===== config.mk =====
export PLATFORM = sky130hd
export DESIGN_NAME = uart_rx
export DESIGN_NICKNAME = d
export VERILOG_FILES = /design/src/rtl/uart_rx.sv
export SDC_FILE = /design/constraint.sdc
export NUM_CORES = 1
export LEC_CHECK = 0
export BUFFER_PORTS_ARGS = -buffer_cell sky130_fd_sc_hd__buf_2
export CAP_MARGIN = 25
export CORE_UTILIZATION = 50
export CTS_CLUSTER_DIAMETER = 30
export DETAILED_ROUTE_END_ITERATION = 10
export PLACE_DENSITY_LB_ADDON = 0.1
export SETUP_SLACK_MARGIN = 0.05
export SYNTH_ARGS = -nofsm -noshare
export SYNTH_HDL_FRONTEND = slang
export SYNTH_SLANG_ARGS = --single-unit

===== constraint.sdc =====
create_clock -name clk -period 5.9 [get_ports clk]
set_input_delay 1.77 -clock clk [delete_from_list [all_inputs] [get_ports clk]]
set_output_delay 1.77 -clock clk [all_outputs]
set_load 0.02 [all_outputs]

===== src/rtl/uart_rx.sv =====
// 8N1 UART receiver with a 2-flop input synchronizer, mid-bit sampling and framing-error detection.
// Define UART_RX_MAJORITY_EN to decide each bit by a 3-sample majority vote instead of a single sample.
module uart_rx #(
   parameter logic [15:0] CLK_DIV = 16'd217
) (
   input  logic       clk,
   input  logic       rstn,
   input  logic       rx,
   output logic       o_en,
   output logic [7:0] o_data,
   output logic       o_ferr
);

   localparam logic [15:0] HALF = CLK_DIV >> 1;

   typedef enum logic [2:0] {IDLE, START, DATA, STOP, BRK} state_t;

   state_t      state, state_n;
   logic        rx_m, rx_s;
   logic [15:0] ccnt, ccnt_n;
   logic [2:0]  bcnt, bcnt_n;
   logic [7:0]  shreg, shreg_n, data_n;
   logic        en_n, ferr_n;
   logic        bit_v;
   logic [16:0] ccnt_inc;
   logic        bit_end, half_end;

   always_ff @(posedge clk or negedge rstn) begin
      if (!rstn) begin
         rx_m <= 1'b1;
         rx_s <= 1'b1;
      end else begin
         rx_m <= rx;
         rx_s <= rx_m;
      end
   end

`ifdef UART_RX_MAJORITY_EN
   // hist holds rx_s from the two preceding cycles
   logic [1:0] hist;
   always_ff @(posedge clk or negedge rstn) begin
      if (!rstn) hist <= 2'b11;
      else       hist <= {hist[0], rx_s};
   end
   assign bit_v = (rx_s & hist[0]) | (rx_s & hist[1]) | (hist[0] & hist[1]);
`else
   assign bit_v = rx_s;
`endif

   // 17-bit compare so CLK_DIV=65535 cannot wrap
   assign ccnt_inc = {1'b0, ccnt} + 17'd1;
   assign bit_end  = !(ccnt_inc < {1'b0, CLK_DIV});
   assign half_end = !(ccnt_inc < {1'b0, HALF});

   always_ff @(posedge clk or negedge rstn) begin
      if (!rstn) begin
         state  <= IDLE;
         ccnt   <= '0;
         bcnt   <= '0;
         shreg  <= '0;
         o_data <= '0;
         o_en   <= 1'b0;
         o_ferr <= 1'b0;
      end else begin
         state  <= state_n;
         ccnt   <= ccnt_n;
         bcnt   <= bcnt_n;
         shreg  <= shreg_n;
         o_data <= data_n;
         o_en   <= en_n;
         o_ferr <= ferr_n;
      end
   end

   always_comb begin
      state_n = state;
      ccnt_n  = ccnt;
      bcnt_n  = bcnt;
      shreg_n = shreg;
      data_n  = o_data;
      en_n    = 1'b0;
      ferr_n  = 1'b0;
      case (state)
         IDLE: begin
            ccnt_n = '0;
            bcnt_n = '0;
            if (!rx_s) state_n = START;
         end
         START: begin
            if (half_end) begin
               ccnt_n  = '0;
               state_n = bit_v ? IDLE : DATA;
            end else begin
               ccnt_n = ccnt_inc[15:0];
            end
         end
         DATA: begin
            if (bit_end) begin
               ccnt_n  = '0;
               shreg_n = {bit_v, shreg[7:1]};
               if (bcnt == 3'd7) begin
                  bcnt_n  = '0;
                  state_n = STOP;
               end else begin
                  bcnt_n = bcnt + 3'd1;
               end
            end else begin
               ccnt_n = ccnt_inc[15:0];
            end
         end
         STOP: begin
            // leave at mid stop bit so a following start edge is never missed
            if (bit_end) begin
               ccnt_n = '0;
               if (bit_v) begin
                  data_n  = shreg;
                  en_n    = 1'b1;
                  state_n = IDLE;
               end else begin
                  ferr_n  = 1'b1;
                  state_n = BRK;
               end
            end else begin
               ccnt_n = ccnt_inc[15:0];
            end
         end
         BRK: begin
            ccnt_n = '0;
            if (rx_s) state_n = IDLE;
         end
         default: state_n = IDLE;
      endcase
   end

endmodule


==> results.md, run 1 <==
* Status: finished, final reports clean
* Syn nets at 209
* Postcts setup bufs at 0
* Port buffer count at 12
* Cell area after layout at 2400 um^2
* Highest metal used: met4
* Synth top area share at 0.446
* Final worst path period share at 0.569
* CTS Hold Bufs at 0
* Max_slew headroom at 0.358
* Clock Sinks at between 40 and 50
* Sequential fraction of the synthesis area at 0.470
* EDFF count, synth at 0
* Cts bufs inserted at 5
* Critical path startpoint category: flip-flop
* Number of hold violations in the final report at 0
* Least-Margin Pin Slew at 0.960 ns
* Crit Path Class: reg -> reg
* Overall power at approximately 0.00049 W
* Synth unique cells at 51
* Core ar. at 4140 um^2
* Netlist Area Pre-Place at 2240 um^2
* Die W at 69.0 um
* Hold Crit Class: reg -> reg
* Flops & latches, synth at 42
* Lkg Pwr at roughly 1.1 nW
* Top cells by area, synth: dfrtp_1 (45%), mux2_4 (6.0%), mux2_2 (3.5%), nand2_1 (2.5%), dfstp_2 (2.3%)
* RD Place Congestion at 0.905
* Die span in y at 69.0 um
* Yosys top cell by area: dfrtp_1
* Max Freq at 298 MHz
* DRT Pass-1 Iters at 4
* Die area at between 4000 and 5000 um^2
* Max-slew violations at 0
* RSZ-0062 raised after global routing: false
* CTS Root Cell: clkbuf_8
* Total congestion overflow at 0
* Layout Nets at roughly 220
* DRC Markers at 0
* CTS Buffer Depth at 2
* Global Route Usage Sum at 0.197
* Worst-path fanout max at 11
* Synth Flop Type: dfrtp_1
* Clock latency on the worst-skew pair at 0.29 ns
* Ports at 13
* DP Wirelength at 2880 um
* Crit path DAT at 3.54 ns
* Fin Setup TNS at 0 ns
* Initial Util at 0.541
* Worst Path Required at ~6 ns
* Initial antenna violation count at 0
* Via count at 1,536
* Num rows at 23
* Final setup vio count at 0
* Antenna Nets Post-Route at 0
* First-pass GRT wire length at approximately 6800 um
* Wire length on met1 at 2110 um
* Syn avg cell area at 11.0 um^2
* Post-cts resize count at 0
* Synth-to-layout area growth at 7.09%
* Layout cells sized above 1 at 0.239
* Met3 Wirelength at 131 um
* CTS tree: yes
* Initial drt markers at 76
* Cell Pwr Density at 202 nW/um^2
* Async set-reset flop share out of synthesis at 1.00
* Clock-pin slew on the worst setup and hold paths at 0.09 ns
* Number of max-cap violations at 0
* CP Capture Type: flip-flop
* Diode count at 0
* Routed wl met2 at 1810 um
* H-tree Lvls at 2
* Vias in the first global route at 1,436
* Crit path time final at between 3 and 4 ns
* Cells after Synth at 203
* Routed len/inst at 15.5 um
* Pin count of the biggest net entering global routing at between 40 and 50
* Ys Warns at 0
* Post-DP Area at 2310 um^2
* Skew final at 0.00874 ns
* Wirelength, routed at 4090 um
* Vias per std cell at 5.84
* Peak VDD IR at 0.161 mV
[through the flow]
step | hold WS, ns | utilization | setup WS [ns] | instances
after detailed placement | 0.354 | 0.557 | 2.57 | 255
after CTS | 0.366 | 0.579 | 2.53 | 263
after floorplan | 0.345 | - | 3.03 | 203
after global placement | 0.346 | 0.557 | 2.70 | 255
final | 0.364 | 0.579 | 2.54 | 263
after global routing | 0.367 | 0.579 | 2.29 | 263
[worst max-delay path: stages, from the launching register on]
cell and delay (ns):
dfrtp_1 0.50, ha_1 0.37, nand3_1 0.27, nor3_1 0.26, mux2_2 0.38, a2111oi_4 0.39, nand3_2 0.28, and3_1 0.43
mux2_4 0.36
[path summary, 6_finish.rpt]
path                             to  slack (ns)  cells after the start    start
setup reg to reg           shreg[6]        2.54                      8  ccnt[0]
setup / recovery           shreg[6]        2.54                      8  ccnt[0]
hold / removal                bit_v        0.36                      0     rx_m
hold reg to reg               bit_v        0.36                      0     rx_m
max in group asynchronous   ccnt[4]        3.72                      1     rstn
min in group asynchronous  ccnt[11]        1.60                      1     rstn
[cell usage in the layout, fill, tap and decap left out, types with 3 or more instances in the layout]
cell and n:
dfrtp_1 40, nor2_1 11, nand4_1 4, clkbuf_8 5, mux2_2 7, nand2_1 15, buf_2 12, and3_1 4
a21o_1 5, mux2_4 9, nand3_1 6, nor3_1 7, inv_1 10, and2_1 7, a21oi_1 6, ha_1 3
mux2_1 3, a2111oi_0 6, nand2b_1 6, or3_1 3, nor4_1 4, o21ai_0 4
[state kept, by name, summed over array words and instances, names as in the netlist]
register,count
ccnt,16
bcnt,3
o_ferr,1
o_en,1
bit_v,1
rx_m,1
shreg,8
o_data,8
state,3
[synthesized netlist by cell type (2+ instances only)]
cell type	n
dfrtp_1	40
nand2_1	15
nor2_1	11
inv_1	10
mux2_4	9
and2_1	7
mux2_2	7
nor3_1	7
a2111oi_0	6
a21oi_1	6
nand2b_1	6
nand3_1	6
a21o_1	5
and3_1	4
clkbuf_1	4
nand4_1	4
nor4_1	4
o21ai_0	4
buf_2	3
ha_1	3
mux2_1	3
or3_1	3
a31oi_1	2
buf_6	2
dfstp_2	2
mux2i_1	2
nand3_2	2
nand4_4	2
o2bb2ai_1	2
[per-layer routing]
layer | GRT usage | vias up
met5 | 0 | -
met4 | 0.0740 | 0
met3 | 0.0444 | 4
met2 | 0.279 | 24
met1 | 0.288 | 749
li1 | - | 759
[report_power, final]
part | internal, W | switching (W) | total, W
Combinational | 0.000000605 | 0.00000552 | 0.00000613
Sequential | 0.000289 | 0.000000898 | 0.000290
Clock | 0.0000846 | 0.000105 | 0.000189
[final cells by class]
| type | count | area [um^2] |
|---|---|---|
| clock buffers | 5 | 68.8 |
| multi-input cells | 141 | 1090 |
| well taps | 50 | 62.6 |
| fillers | 354 | 1740 |
| clock inverters | 3 | 23.8 |
| inverters | 10 | 37.5 |
| flip-flops and latches | 42 | 1050 |
| repair buffers | 12 | 60.1 |
[logic make-up (layout without fill, tap and decap cells)]
family,Yosys count,after routing,synth area share
AND/OR/NAND/NOR,76,76,0.201
multiplexers,21,21,0.119
buffers and inverters,20,30,0.0418
AO/OA/AOI/OAI,39,39,0.143
XOR/XNOR,2,2,0.00781
flip-flops,42,42,0.470
adder cells (fa/ha/maj),3,3,0.0167
Power figures use the tool's default switching activity.
==> run 2: changes to the inputs <==
==> constraint.sdc (replaced) <==
create_clock -name clk -period 2.7 [get_ports clk]
set_input_delay 0.81 -clock clk [delete_from_list [all_inputs] [get_ports clk]]
set_output_delay 0.81 -clock clk [all_outputs]
set_load 0.02 [all_outputs]
==> results.md, run 2 (same netlist as run 1, synthesis figures left out) <==
* Worst-path fanout max at 10
* Final setup vio count at 0
* Layout cells sized above 1 at 0.305
* RSZ-0062 raised after global routing: false
* Clock latency on the worst-skew pair at 0.30 ns
* Peak VDD IR at 0.286 mV
* Initial drt markers at 114
* Total congestion overflow at 0
* Overall power at around 0.0011 W
* Largest Register: ccnt
* Post-DP Area at between 2000 and 2500 um^2
* DP Wirelength at between 3000 and 4000 um
* Die W at roughly 70 um
* First-pass GRT wire length at 6860 um
* Core ar. at between 4000 and 5000 um^2
* Routing usage on met2 at 0.303
* Skew final at 0.00563 ns
* Synth-to-layout area growth at 13.1%
* Hold Crit Depth at 0
* Commonest non-fill, non-tap cell in the layout: dfrtp_1
* DRC Markers at 0
* Lkg Pwr at 1.17 nW
* Most frequent cells in the layout: dfrtp_1 (38), nand2_1 (15), buf_4 (13)
* Least-Margin Pin Slew at 0.489 ns
* Layout Nets at ~230
* Max Freq at 391 MHz
* Fillers at 347
* Multi-input logic area at 1110 um^2
* Vias in the first global route at 1,477
* Initial Util at 0.541
* Max reg flops at 16
* Routed len/inst at ~16 um
* Die area at 4760 um^2
* Clock-pin slew on the worst setup and hold paths at around 0.08 ns
* CTS tree: yes
* CP Capture Type: flip-flop
* Global Route Usage Sum at 0.199
* Initial antenna violation count at 0
* Number of max-cap violations at 0
* Worst slack, placed at approximately 0.06 ns
* Largest registers: ccnt (16), o_data (8), shreg (8)
* Crit Path Class: reg -> reg
* Crit path time final at around 2.6 ns
* Diode count at 0
* Num rows at 23
* Critical path startpoint category: flip-flop
* Final worst path period share at 0.947
* Number of hold violations in the final report at 0
* Fin worst setup slack at 0.144 ns
* WHS at around 0.36 ns
* Pin count of the biggest net entering global routing at 43
* Met1 Use GR at 0.275
* Worst R2R Path Depth at 9
* Hold Crit Class: reg -> reg
* Max_slew headroom at 0.666
* Worst Path Required at 2.88 ns
* Fin Setup TNS at 0 ns
* Cell area after layout at between 2000 and 3000 um^2
* RD Place Congestion at roughly 0.89
* Via count at between 1,500 and 2,000
* Vias per std cell at around 5.8
* R2R Path Start: ccnt[0]
* Port buffer count at 12
* R2r setup slk at 0.14 ns
* Die span in y at 69.0 um
* H-tree Lvls at 2
* Crit path DAT at 2.74 ns
* RR Endpoint: o_data[2]
* Register area at around 1100 um^2
* Wirelength, routed at 4280 um
* Ports at 13
* Busiest layer in global routing: met2
* Worst Hold End: bit_v
* M3 GR Usage at 0.0345
* CTS Buffer Depth at 2
* Status: finished, final reports clean
* Cell Pwr Density at 452 nW/um^2
* DRT Pass-1 Iters at 4
* CTS Root Cell: clkbuf_8
* Cts bufs inserted at 5
* Hold path startpoint: rx_m
* Clock Sinks at 42
* Antenna Nets Post-Route at 0
* Max-slew violations at 0
-- run 2: worst max path at each step --
stage | startpoint | end | slack [ns]
floorplan | ccnt[1] | o_data[2] | 0.15
detailed placement | ccnt[6] | shreg[1] | 0.06
global route | ccnt[0] | o_data[6] | 0.05
finish | ccnt[0] | o_data[2] | 0.14
CTS | ccnt[0] | shreg[1] | 0.12
global placement | ccnt[6] | shreg[7] | 0.15
-- run 2: layout make-up --
cell class / instances / share of cell area
timing repair buffer: 25 / 0.0622
clock inverter: 2 / 0.0148
multi-input combinational: 141 / 0.439
tap: 50 / 0.0247
inverter: 10 / 0.0148
clock buffer: 6 / 0.0286
sequential: 42 / 0.416
-- run 2: critical path: stages (launching register included) --
cell and delay, ns:
dfrtp_2 0.37, ha_1 0.20, nand3_2 0.16, nor3_2 0.23, mux2_2 0.37, a2111oi_4 0.27
nand3_2 0.12, buf_4 0.19, nand4_4 0.18, mux2_2 0.35
-- run 2: metrics by stage --
step                       util  std cells
final                     0.612        276
after global routing      0.612        276
after CTS                 0.605        274
after detailed placement  0.579        266
after global placement    0.579        266
after floorplan               -        203
-- run 2: power breakdown --
group	internal [W]	switching [W]
logic	0.00000226	0.0000120
registers	0.000631	0.00000176
clock network	0.000276	0.000223
-- run 2: metal layers --
metal	wire, um	part of all wire
met5	0	0
met2	1930	0.45
met3	154	0.036
met4	53	0.012
met1	2140	0.50
-- run 2: timing repair --
| item | 4_1_cts | 5_1_grt |
|---|---|---|
| endpoints found under the setup margin | 12 | 19 |
| buffers inserted | 0 | 2 |
| hold buffers | 0 | 0 |
| gates resized for setup | 1 | 3 |
| pin swaps | 0 | 0 |
==> run 3: changes to the inputs <==
--- a/config.mk
+++ b/config.mk
@@ -5,6 +5,7 @@
 export SDC_FILE = /design/constraint.sdc
 export NUM_CORES = 1
 export LEC_CHECK = 0
+export ABC_AREA = 1
 export BUFFER_PORTS_ARGS = -buffer_cell sky130_fd_sc_hd__buf_2
 export CAP_MARGIN = 25
 export CORE_UTILIZATION = 50
==> results.md, run 3 <==
* Crit path max-delay cell type: dfrtp_1
* DRT Pass-1 Iters at 4
* First-pass GRT wire length at 8160 um
* Adder and majority gate portion of the synthesized area at 0.0156
* Met3 Wirelength at 140 um
* Layout cells sized above 1 at 0.143
* Core ar. at 4500 um^2
* Setup crit start: ccnt[0]
* Worst Path Required at 2.94 ns
* CTS Hold Bufs at 0
* H-tree Lvls at 2
* Most frequent CP cell: nand2_1
* Initial drt markers at 134
* Routed len/inst at roughly 12 um
* Vias in the first global route at 1,832
* Yosys top cell by area: dfrtp_1
* Lkg Pwr at 1.31 nW
* Port buffer count at 12
* Num rows at 24
* Clock Sinks at 42
* Ports at 13
* Wirelength, routed at 4490 um
* Syn nets at between 300 and 400
* Flops & latches, synth at 42
* Synth unique cells at 30
* Status: finished, final reports clean
* Crit path DAT at 2.33 ns
* Synth top cells by count: nand2_1 (108), dfrtp_1 (40), inv_1 (36)
* R2R Path Start: ccnt[0]
* Skew final at about 0.0064 ns
* Fin Setup TNS at 0 ns
* Diode count at 0
* Mux share of post-synthesis cell area at 0
* Peak VDD IR at 0.279 mV
* Via count at 2,011
* Highest metal used: met4
* Initial antenna violation count at 0
* Post-cts resize count at 0
* Crit Path Class: reg -> reg
* Synth-to-layout area growth at 7.94%
* Final setup vio count at 0
* Critical path startpoint category: flip-flop
* Netlist Area Pre-Place at 2410 um^2
* Post-DP Area at 2510 um^2
* Complex-gate fraction of the synthesized area at 0.0757
* Wire length on met1 at 2370 um
* Cell area after layout at 2600 um^2
* CP Capture Type: flip-flop
* RSZ-0062 raised after global routing: false
* Cell Pwr Density at 412 nW/um^2
* Fillers at 418
* Pin count of the biggest net entering global routing at 43
* Top cells by area, synth: dfrtp_1 (41%), nand2_1 (17%), inv_1 (5.6%), nor2_1 (5.4%), nand3_1 (4.1%)
* Layout Nets at 340
* Max stage delay on crit path at 0.40 ns
* Initial Util at 0.536
* RD Place Congestion at 0.910
* Max-slew violations at 0
* Hold path startpoint: rx_m
* Cells after Synth at 318
* Post-synthesis xor/xnor area fraction at 0.00363
* Synth top area share at 0.415
* Kind of cell with the highest combined delay on the critical path: simple AND/OR/NAND/NOR gates
* Most frequent cell after synthesis: nand2_1
* Final worst path period share at 0.773
* Sequential fraction of the synthesis area at 0.437
* Postcts setup bufs at 0
* Largest registers: ccnt (16), o_data (8), shreg (8)
* Vias per std cell at approximately 5.2
* EDFF count, synth at 0
* Ys Warns at 0
* Max_slew headroom at 0.650
* Number of hold violations in the final report at 0
* Most frequent cells in the layout: nand2_1 (108), dfrtp_1 (40), inv_1 (36)
* CTS tree: yes
* Cell chain of the critical path: ha_1 -> nand2_1 -> nor2_2 -> nand3_1 -> nand2_1 -> nand2_1 -> nor2_1 -> nand2_2 -> nor2_8 -> nand2_1 -> a21oi_1 -> nand2_1 -> nand2_1
* Worst-path fanout max at 6
* Die span in y at 71.5 um
* Crit path time final at 2.09 ns
* Global Route Usage Sum at 0.203
* Crit path buffers/inverters at 0
* Syn avg cell area at 7.59 um^2
* Max Freq at 479 MHz
* Routed wl met2 at 1910 um
* Least-Margin Pin Slew at approximately 0.52 ns
* CTS Root Cell: clkbuf_8
* Cts bufs inserted at 5
* Hold Crit Class: reg -> reg
* Clock-pin slew on the worst setup and hold paths at about 0.090 ns
* Largest family of logic cells by synthesized area: simple AND/OR/NAND/NOR gates
* Clock latency on the worst-skew pair at 0.30 ns
* Commonest non-fill, non-tap cell in the layout: nand2_1
* Post-Synth Simple-Gate Area at 0.398
* CTS Buffer Depth at 2
* Die W at approximately 71 um
* DRC Markers at 0
* R2r setup slk at just over 0.6 ns
* Async set-reset flop share out of synthesis at 1.00
* Synth Flop Type: dfrtp_1
* Number of max-cap violations at 0
* Die area at about 5100 um^2
* Antenna Nets Post-Route at 0
* Max reg flops at 16
* Largest Register: ccnt
* DP Wirelength at 3330 um
* Total congestion overflow at 0
-- run 3: cell count changes after synthesis, sizes merged, moves of 14 or more --
cell   change
mux2      -19
o21ai     +15
nor2      +33
inv       +26
nand2    +102
nand3     +14
-- run 3: metrics by stage --
step | hold slack, ns | power, W | std cells | worst slack [ns] | util
floorplan | 0.345 | 0.000645 | 318 | 0.787 | -
global placement | 0.348 | 0.000661 | 379 | 0.642 | 0.558
detailed placement | 0.348 | 0.000661 | 379 | 0.626 | 0.558
CTS | 0.360 | 0.00109 | 387 | 0.603 | 0.578
global route | 0.362 | 0.00112 | 387 | 0.382 | 0.578
finish | 0.360 | 0.00107 | 387 | 0.613 | 0.578
-- run 3: path summary, 6_finish.rpt --
check                      endpoint  cells after the start
max                         ccnt[4]                     13
min                           bit_v                      0
max reg2reg                 ccnt[4]                     13
min reg2reg                   bit_v                      0
max in group asynchronous     bit_v                      2
min in group asynchronous  ccnt[14]                      2
-- run 3: layout make-up --
class / count / area [um^2] / share of cell area
inverters: 36 / 135 / 0.0519
multi-input cells: 236 / 1190 / 0.457
repair buffers: 13 / 67.6 / 0.0259
flip-flops and latches: 42 / 1050 / 0.405
clock buffers: 5 / 68.8 / 0.0264
clock inverters: 3 / 23.8 / 0.00913
well taps: 52 / 65.1 / 0.0250
-- run 3: worst register-to-register path, stage by stage, from the launching register on --
cell,delay (ns)
dfrtp_1,0.40
ha_1,0.21
nand2_1,0.09
nor2_2,0.21
nand3_1,0.15
nand2_1,0.08
nand2_1,0.05
nor2_1,0.11
nand2_2,0.10
nor2_8,0.18
nand2_1,0.16
a21oi_1,0.17
nand2_1,0.06
nand2_1,0.06
-- run 3: cells by family after synthesis --
logic type               Yosys count
AND/OR/NAND/NOR                  201
flip-flops                        42
adder cells (fa/ha/maj)            3
buffers and inverters             40
AO/OA/AOI/OAI                     31
XOR/XNOR                           1
-- run 3: routing by layer --
layer | up-vias | global-route usage
met5 | - | 0
met4 | 0 | 0.0741
met3 | 10 | 0.0478
met2 | 30 | 0.306
met1 | 923 | 0.289
li1 | 1048 | -
-- run 3: report_power, final --
group	switching [W]	total [W]	internal (W)	leakage [nW]
Clock	0.000242	0.000427	0.000185	0.0408
Sequential	0.000000939	0.000632	0.000631	0.565
Combinational	0.0000126	0.0000149	0.00000227	0.705
